`config.mk`:
```
export PLATFORM = sky130hd
export DESIGN_NAME = core_sequencer
export DESIGN_NICKNAME = d
export VERILOG_FILES = /design/src/rtl/core_sequencer.sv
export SDC_FILE = /design/constraint.sdc
export NUM_CORES = 1
export LEC_CHECK = 0
export CORE_UTILIZATION = 40
export DETAILED_ROUTE_END_ITERATION = 7
export DONT_BUFFER_PORTS = 1
export PLACE_DENSITY_LB_ADDON = 0.12
export SYNTH_ARGS = -nofsm -noshare
export SYNTH_HDL_FRONTEND = slang
export SYNTH_SLANG_ARGS = --single-unit
export TNS_END_PERCENT = 10
```
`constraint.sdc`:
```
create_clock -name clk -period 2.2 [get_ports clk]
set_input_delay 0.22 -clock clk [delete_from_list [all_inputs] [get_ports clk]]
set_output_delay 0.22 -clock clk [all_outputs]
set_load 0.01 [all_outputs]
```
`src/rtl/core_sequencer.sv`:
```
// ============================================================================
//  Module      : core_sequencer
//  Description : Multi-cycle fetch/execute/memory/commit sequencer driving a
//                single-cycle RV32 core through one shared memory port.
//  Revision    : 1.0 - initial release
// ============================================================================
`default_nettype none

module core_sequencer #(
  parameter logic [31:0] RESET_PC = 32'h0000_0000
) (
  input  logic        clk,
  input  logic        rst_n,
  output logic        mem_req,
  output logic        mem_we,
  output logic [31:0] mem_addr,
  output logic [31:0] mem_wdata,
  output logic [2:0]  mem_func3,
  input  logic        mem_ready,
  input  logic [31:0] mem_rdata,
  output logic [31:0] core_instruction,
  output logic [31:0] core_pc,
  input  logic [31:0] core_memory_address,
  input  logic [31:0] core_data_to_write,
  input  logic [2:0]  core_func3,
  input  logic        core_write_data,
  output logic [31:0] core_read_data,
  input  logic [31:0] core_next_pc,
  output logic        core_step,
  input  logic        halt_req,
  output logic        halted,
  output logic        fault,
  output logic [31:0] retired_count
);

  typedef enum logic [2:0] {
    S_IDLE   = 3'd0,
    S_FETCH  = 3'd1,
    S_EXEC   = 3'd2,
    S_MEM    = 3'd3,
    S_COMMIT = 3'd4,
    S_HALT   = 3'd5,
    S_FAULT  = 3'd6
  } state_t;

  localparam logic [6:0]  c_OP_LOAD   = 7'd3;
  localparam logic [6:0]  c_OP_STORE  = 7'd35;
  localparam logic [6:0]  c_OP_REG    = 7'd51;
  localparam logic [6:0]  c_OP_BRANCH = 7'd99;
  localparam logic [6:0]  c_OP_IMM    = 7'd19;
  localparam logic [6:0]  c_OP_JAL    = 7'd111;
  localparam logic [6:0]  c_OP_LUI    = 7'd55;
  localparam logic [6:0]  c_OP_AUIPC  = 7'd23;
  localparam logic [6:0]  c_OP_JALR   = 7'd103;
  localparam logic [31:0] c_NOP       = 32'h0000_0013;
  localparam logic [2:0]  c_FUNC3_WORD = 3'b010;

  state_t      r_state;
  logic [31:0] r_pc;
  logic [31:0] r_instr;
  logic [31:0] r_rdata;
  logic [31:0] r_retired;
  logic        r_mem_req;
  logic        r_mem_we;
  logic [31:0] r_mem_addr;
  logic [31:0] r_mem_wdata;
  logic [2:0]  r_mem_func3;
  logic        r_halted;
  logic        r_fault;

  logic        w_legal;
  logic        w_is_mem;
  logic        w_pc_aligned;

  always_comb begin
    w_legal  = 1'b0;
    w_is_mem = 1'b0;
    case (r_instr[6:0])
      c_OP_LOAD, c_OP_STORE: begin
        w_legal  = 1'b1;
        w_is_mem = 1'b1;
      end
      c_OP_REG, c_OP_BRANCH, c_OP_IMM, c_OP_JAL,
      c_OP_LUI, c_OP_AUIPC, c_OP_JALR: w_legal = 1'b1;
      default: w_legal = 1'b0;
    endcase
  end

  assign w_pc_aligned = (core_next_pc[1:0] == 2'b00);

  always_ff @(posedge clk or negedge rst_n) begin
    if (!rst_n) begin
      r_state     <= S_IDLE;
      r_pc        <= RESET_PC;
      r_instr     <= c_NOP;
      r_rdata     <= 32'h0;
      r_retired   <= 32'h0;
      r_mem_req   <= 1'b0;
      r_mem_we    <= 1'b0;
      r_mem_addr  <= 32'h0;
      r_mem_wdata <= 32'h0;
      r_mem_func3 <= 3'b000;
      r_halted    <= 1'b0;
      r_fault     <= 1'b0;
    end else begin
      case (r_state)
        S_IDLE: begin
          if (halt_req) begin
            r_state  <= S_HALT;
            r_halted <= 1'b1;
          end else begin
            r_state     <= S_FETCH;
            r_mem_req   <= 1'b1;
            r_mem_we    <= 1'b0;
            r_mem_addr  <= r_pc;
            r_mem_func3 <= c_FUNC3_WORD;
          end
        end

        S_FETCH: begin
          if (mem_ready) begin
            r_instr   <= mem_rdata;
            r_mem_req <= 1'b0;
            r_state   <= S_EXEC;
          end
        end

        S_EXEC: begin
          if (!w_legal) begin
            r_state  <= S_FAULT;
            r_fault  <= 1'b1;
            r_halted <= 1'b1;
          end else if (w_is_mem) begin
            // The core's address/data have settled during this cycle, so
            // they are captured here and held for the whole access.
            r_state     <= S_MEM;
            r_mem_req   <= 1'b1;
            r_mem_we    <= core_write_data;
            r_mem_addr  <= core_memory_address;
            r_mem_wdata <= core_data_to_write;
            r_mem_func3 <= core_func3;
          end else begin
            r_state <= S_COMMIT;
          end
        end

        S_MEM: begin
          if (mem_ready) begin
            if (!r_mem_we) begin
              r_rdata <= mem_rdata;
            end
            r_mem_req <= 1'b0;
            r_mem_we  <= 1'b0;
            r_state   <= S_COMMIT;
          end
        end

        S_COMMIT: begin
          if (!w_pc_aligned) begin
            r_state  <= S_FAULT;
            r_fault  <= 1'b1;
            r_halted <= 1'b1;
          end else begin
            r_pc      <= core_next_pc;
            r_retired <= r_retired + 32'd1;
            if (halt_req) begin
              r_state  <= S_HALT;
              r_halted <= 1'b1;
            end else begin
              r_state     <= S_FETCH;
              r_mem_req   <= 1'b1;
              r_mem_we    <= 1'b0;
              r_mem_addr  <= core_next_pc;
              r_mem_func3 <= c_FUNC3_WORD;
            end
          end
        end

        S_HALT: begin
          if (!halt_req) begin
            r_state     <= S_FETCH;
            r_halted    <= 1'b0;
            r_mem_req   <= 1'b1;
            r_mem_we    <= 1'b0;
            r_mem_addr  <= r_pc;
            r_mem_func3 <= c_FUNC3_WORD;
          end
        end

        S_FAULT: begin
          r_state <= S_FAULT;
        end

        default: begin
          r_state   <= S_IDLE;
          r_mem_req <= 1'b0;
          r_mem_we  <= 1'b0;
        end
      endcase
    end
  end

  // Commit strobe depends on the core's next PC in the same cycle, so it is
  // decoded from state rather than registered.
  assign core_step        = (r_state == S_COMMIT) && w_pc_aligned;

  assign mem_req          = r_mem_req;
  assign mem_we           = r_mem_we;
  assign mem_addr         = r_mem_addr;
  assign mem_wdata        = r_mem_wdata;
  assign mem_func3        = r_mem_func3;
  assign core_instruction = r_instr;
  assign core_pc          = r_pc;
  assign core_read_data   = r_rdata;
  assign halted           = r_halted;
  assign fault            = r_fault;
  assign retired_count    = r_retired;

endmodule

`default_nettype wire

```
==> reports/metrics.yaml <==
timing:
  drv_slew: 0
  post-route-period-util: 0.950
  rsz0062_at_grt: "false"
  period_minus_slack_ns: 2.09
  worst_slew_pin_slew_ns: 0.810
  finalSetupViolations: 0
  final_hold_viol_count: 202
  fin_skew_ns: 0.0259
  clock.fmax_ghz: 0.478
  relSlewSlack: 0.460
  finalSetupTns_ns: 0
  whs_ns: -0.577
place:
  numPortBuffers: 0
  dp_hpwl_um: 15800
  place_congestion: 0.767
power:
  p_sw_mw: 5.94
  share_comb_of_total_power: 0.294
  switching_share: 0.369
  internal_power_mw: 10.2
  seq_power_share: 0.465
  p_per_area_nw_per_um2: 1410
  p_leak_nw: 4.74
  p_clk_frac: 0.241
  worst_ir_drop_vdd_mv: 0.842
global_route:
  track_usage: 0.207
  grt_max_degree: 203
  grt_pass1_vias: 6977
  grt_overflow: 0
  grt_pass1_wl_um: 38900
  antenna_found_initial: 0
yosys:
  synthAdderAreaFrac: 0.00136
  synth_compound_area_frac: 0.0820
  yosysTopAreaCellShare: 0.542
  synthFlopType: "dfrtp_1"
  yosys.area_share.simple: 0.0723
  synth.area.top_cells: "dfrtp_1 (54%), mux2_2 (13%), mux2_1 (11%)"
  yosysUniqueCellTypes: 60
  ys_warn_count: 0
  synth_top_family_by_area: "multiplexers"
  synthArstFlopShare: 1.00
  syn_area_per_cell_um2: 13.0
  synthMuxAreaShare: 0.236
  synth.yosys.seq_area_share: 0.551
  synth-xor-area-share: 0.0304
  synth_largest_area_cell: "dfrtp_1"
  synth_nets: 844
  syn_area_um2: 9190
  syn_inst: 707
  synth-seq-cells: 202
  synth-edff-count: 0
route:
  dr.pass1.iters: 6
  ant_nets: 0
  dr.first_iter.drc_count: 394
  vias_per_cell: 5.65
  wire_per_inst_um: 22.1
  drc: 0
  via_count: 6307
  drt_wl_total_um: 24700
floorplanning:
  io_pins: 336
  dieArea_um2: 23600
  core_um2: 22600
  dieWidth_um: 154
  fp.dieH_um: 154
  rows: 55
  start_util: 0.407
critical_path:
  r2r_start: "retired_count[17]"
  crit_fanout: 24
  required_ns: 1.98
  cp-end-kind: "output port"
  crit_chain: "nor3b_1 > nand2_1 > inv_2 > buf_12 > buf_4"
  criticalPathCategory: "flip-flop to output port"
  crit_arrival_ns: 1.87
  slowest_delay_ns: 0.47
  setup.worst_path.start: "r_state[1]"
  critPathLaunchType: "flip-flop"
  slowest_stage: "dfrtp_1"
finish:
  nets: 953
  final_cell_mix: "dfrtp_1 (197), mux2_2 (105), dlygate4sd3_1 (100)"
  diodes: 0
  final_common_cell: "dfrtp_1"
  drive_gt1_frac: 0.239
  syn_to_final_growth_pct: 24.0
clocking:
  cts_root_buf: "clkbuf_16"
  clk_path_buf_depth: 3
  clk_transition_reported_paths_ns: 0.07
  clock-sinks: 202
  cts_resized: 0
  insertion_delay_ns: 0.51
  ctsHoldBuffers: 100
  htreeDepth: 1
  cts_tree: "done"
  cts_made_buffers: 23
run_status:
  violations: "negative hold slack"
  outcome: "finished, violations left"
hold_path:
  hold_path.class: "primary input to async pin"
job:
  max_cap_violations: 0
## per-stage QoR
step	std cells	cell area (um^2)	power, mW	utilization	setup WS [ns]
floorplan	707	9190	10.6	-	0.275
global placement	975	9620	11.9	0.426	0.266
finish	1117	11400	16.1	0.505	0.109
CTS	1116	11400	16.2	0.504	0.0424
detailed placement	975	9620	12.1	0.426	0.196
global route	1117	11400	17.0	0.505	0.00732
## registers in the layout, summed over array words and instances, names as in the netlist
name              count
core_instruction     32
core_pc              32
core_read_data       32
mem_addr             32
mem_wdata            32
retired_count        32
mem_func3             3
r_state               3
fault                 1
halted                1
mem_req               1
mem_we                1
## synth_stat cells (2+ instances only)
library cell,instances
a21o_1,2
a21oi_1,38
a22oi_1,2
a31oi_1,2
and2_1,5
and3_1,3
and4_1,3
buf_1,6
buf_2,17
buf_6,3
clkbuf_1,17
dfrtp_1,199
dfstp_2,3
inv_1,6
inv_2,3
mux2_1,86
mux2_2,105
mux2i_1,2
nand2_1,24
nand2b_1,6
nand3_1,11
nand4_1,10
nor2_1,10
nor3_1,3
nor3b_1,3
nor4_2,8
o21ai_0,5
o22ai_1,64
o31ai_1,2
xnor2_1,20
xor2_1,10
## worst paths after layout
check,to,slack (ns),cells after the start
hold reg to reg,retired_count[31],0.53,1
max in group asynchronous,mem_addr[4],2.31,0
setup / recovery,core_step,0.11,5
hold / removal,retired_count[9],-0.58,0
setup reg to reg,retired_count[29],0.19,4
min in group clk,mem_addr[17],0.02,3
## worst max-delay path: cells and delay by family (launching register included)
family / cells / cell delay (ns)
DFF: 1 / 0.47
and+or+nand+nor: 2 / 0.43
buffers and inverters: 3 / 0.45
## routing by layer
metal / part of all wire / wire (um) / up-vias / GRT usage
met5: 0 / 0 / - / 0
met4: 0.028 / 682 / 0 / 0.0700
met3: 0.096 / 2360 / 51 / 0.0724
met2: 0.49 / 12200 / 262 / 0.354
met1: 0.38 / 9500 / 3172 / 0.240
li1: - / - / 2822 / -
## logic make-up after synthesis
logic type               after synthesis
AO/OA/AOI/OAI                        125
XOR/XNOR                              31
adder cells (fa/ha/maj)                1
buffers and inverters                 53
flip-flops                           202
multiplexers                         193
AND/OR/NAND/NOR                      102
## final cells by class
type	instances	area, um^2
Multi-Input combinational cell	452	3900
Timing Repair Buffer	128	1270
Clock buffer	33	673
Inverter	9	33.8
Tap cell	285	357
Clock inverter	8	96.3
Fill cell	1946	11200
Sequential cell	202	5060
## power groups by stage
stage / sequential [mW] / combinational (mW) / clock [mW]
after floorplan: 6.93 / 3.70 / 0
after global placement: 7.51 / 4.38 / 0
after detailed placement: 7.53 / 4.57 / 0
after CTS: 7.50 / 4.73 / 3.99
after global routing: 7.70 / 5.21 / 4.14
final: 7.49 / 4.74 / 3.89
## what timing repair did
action / CTS / global route
endpoints found under the setup margin: 0 / 1
setup buffers: 0 / 1
hold endpoints to repair: 337 / 202
Note: power is estimated with default switching activity, not from simulation.
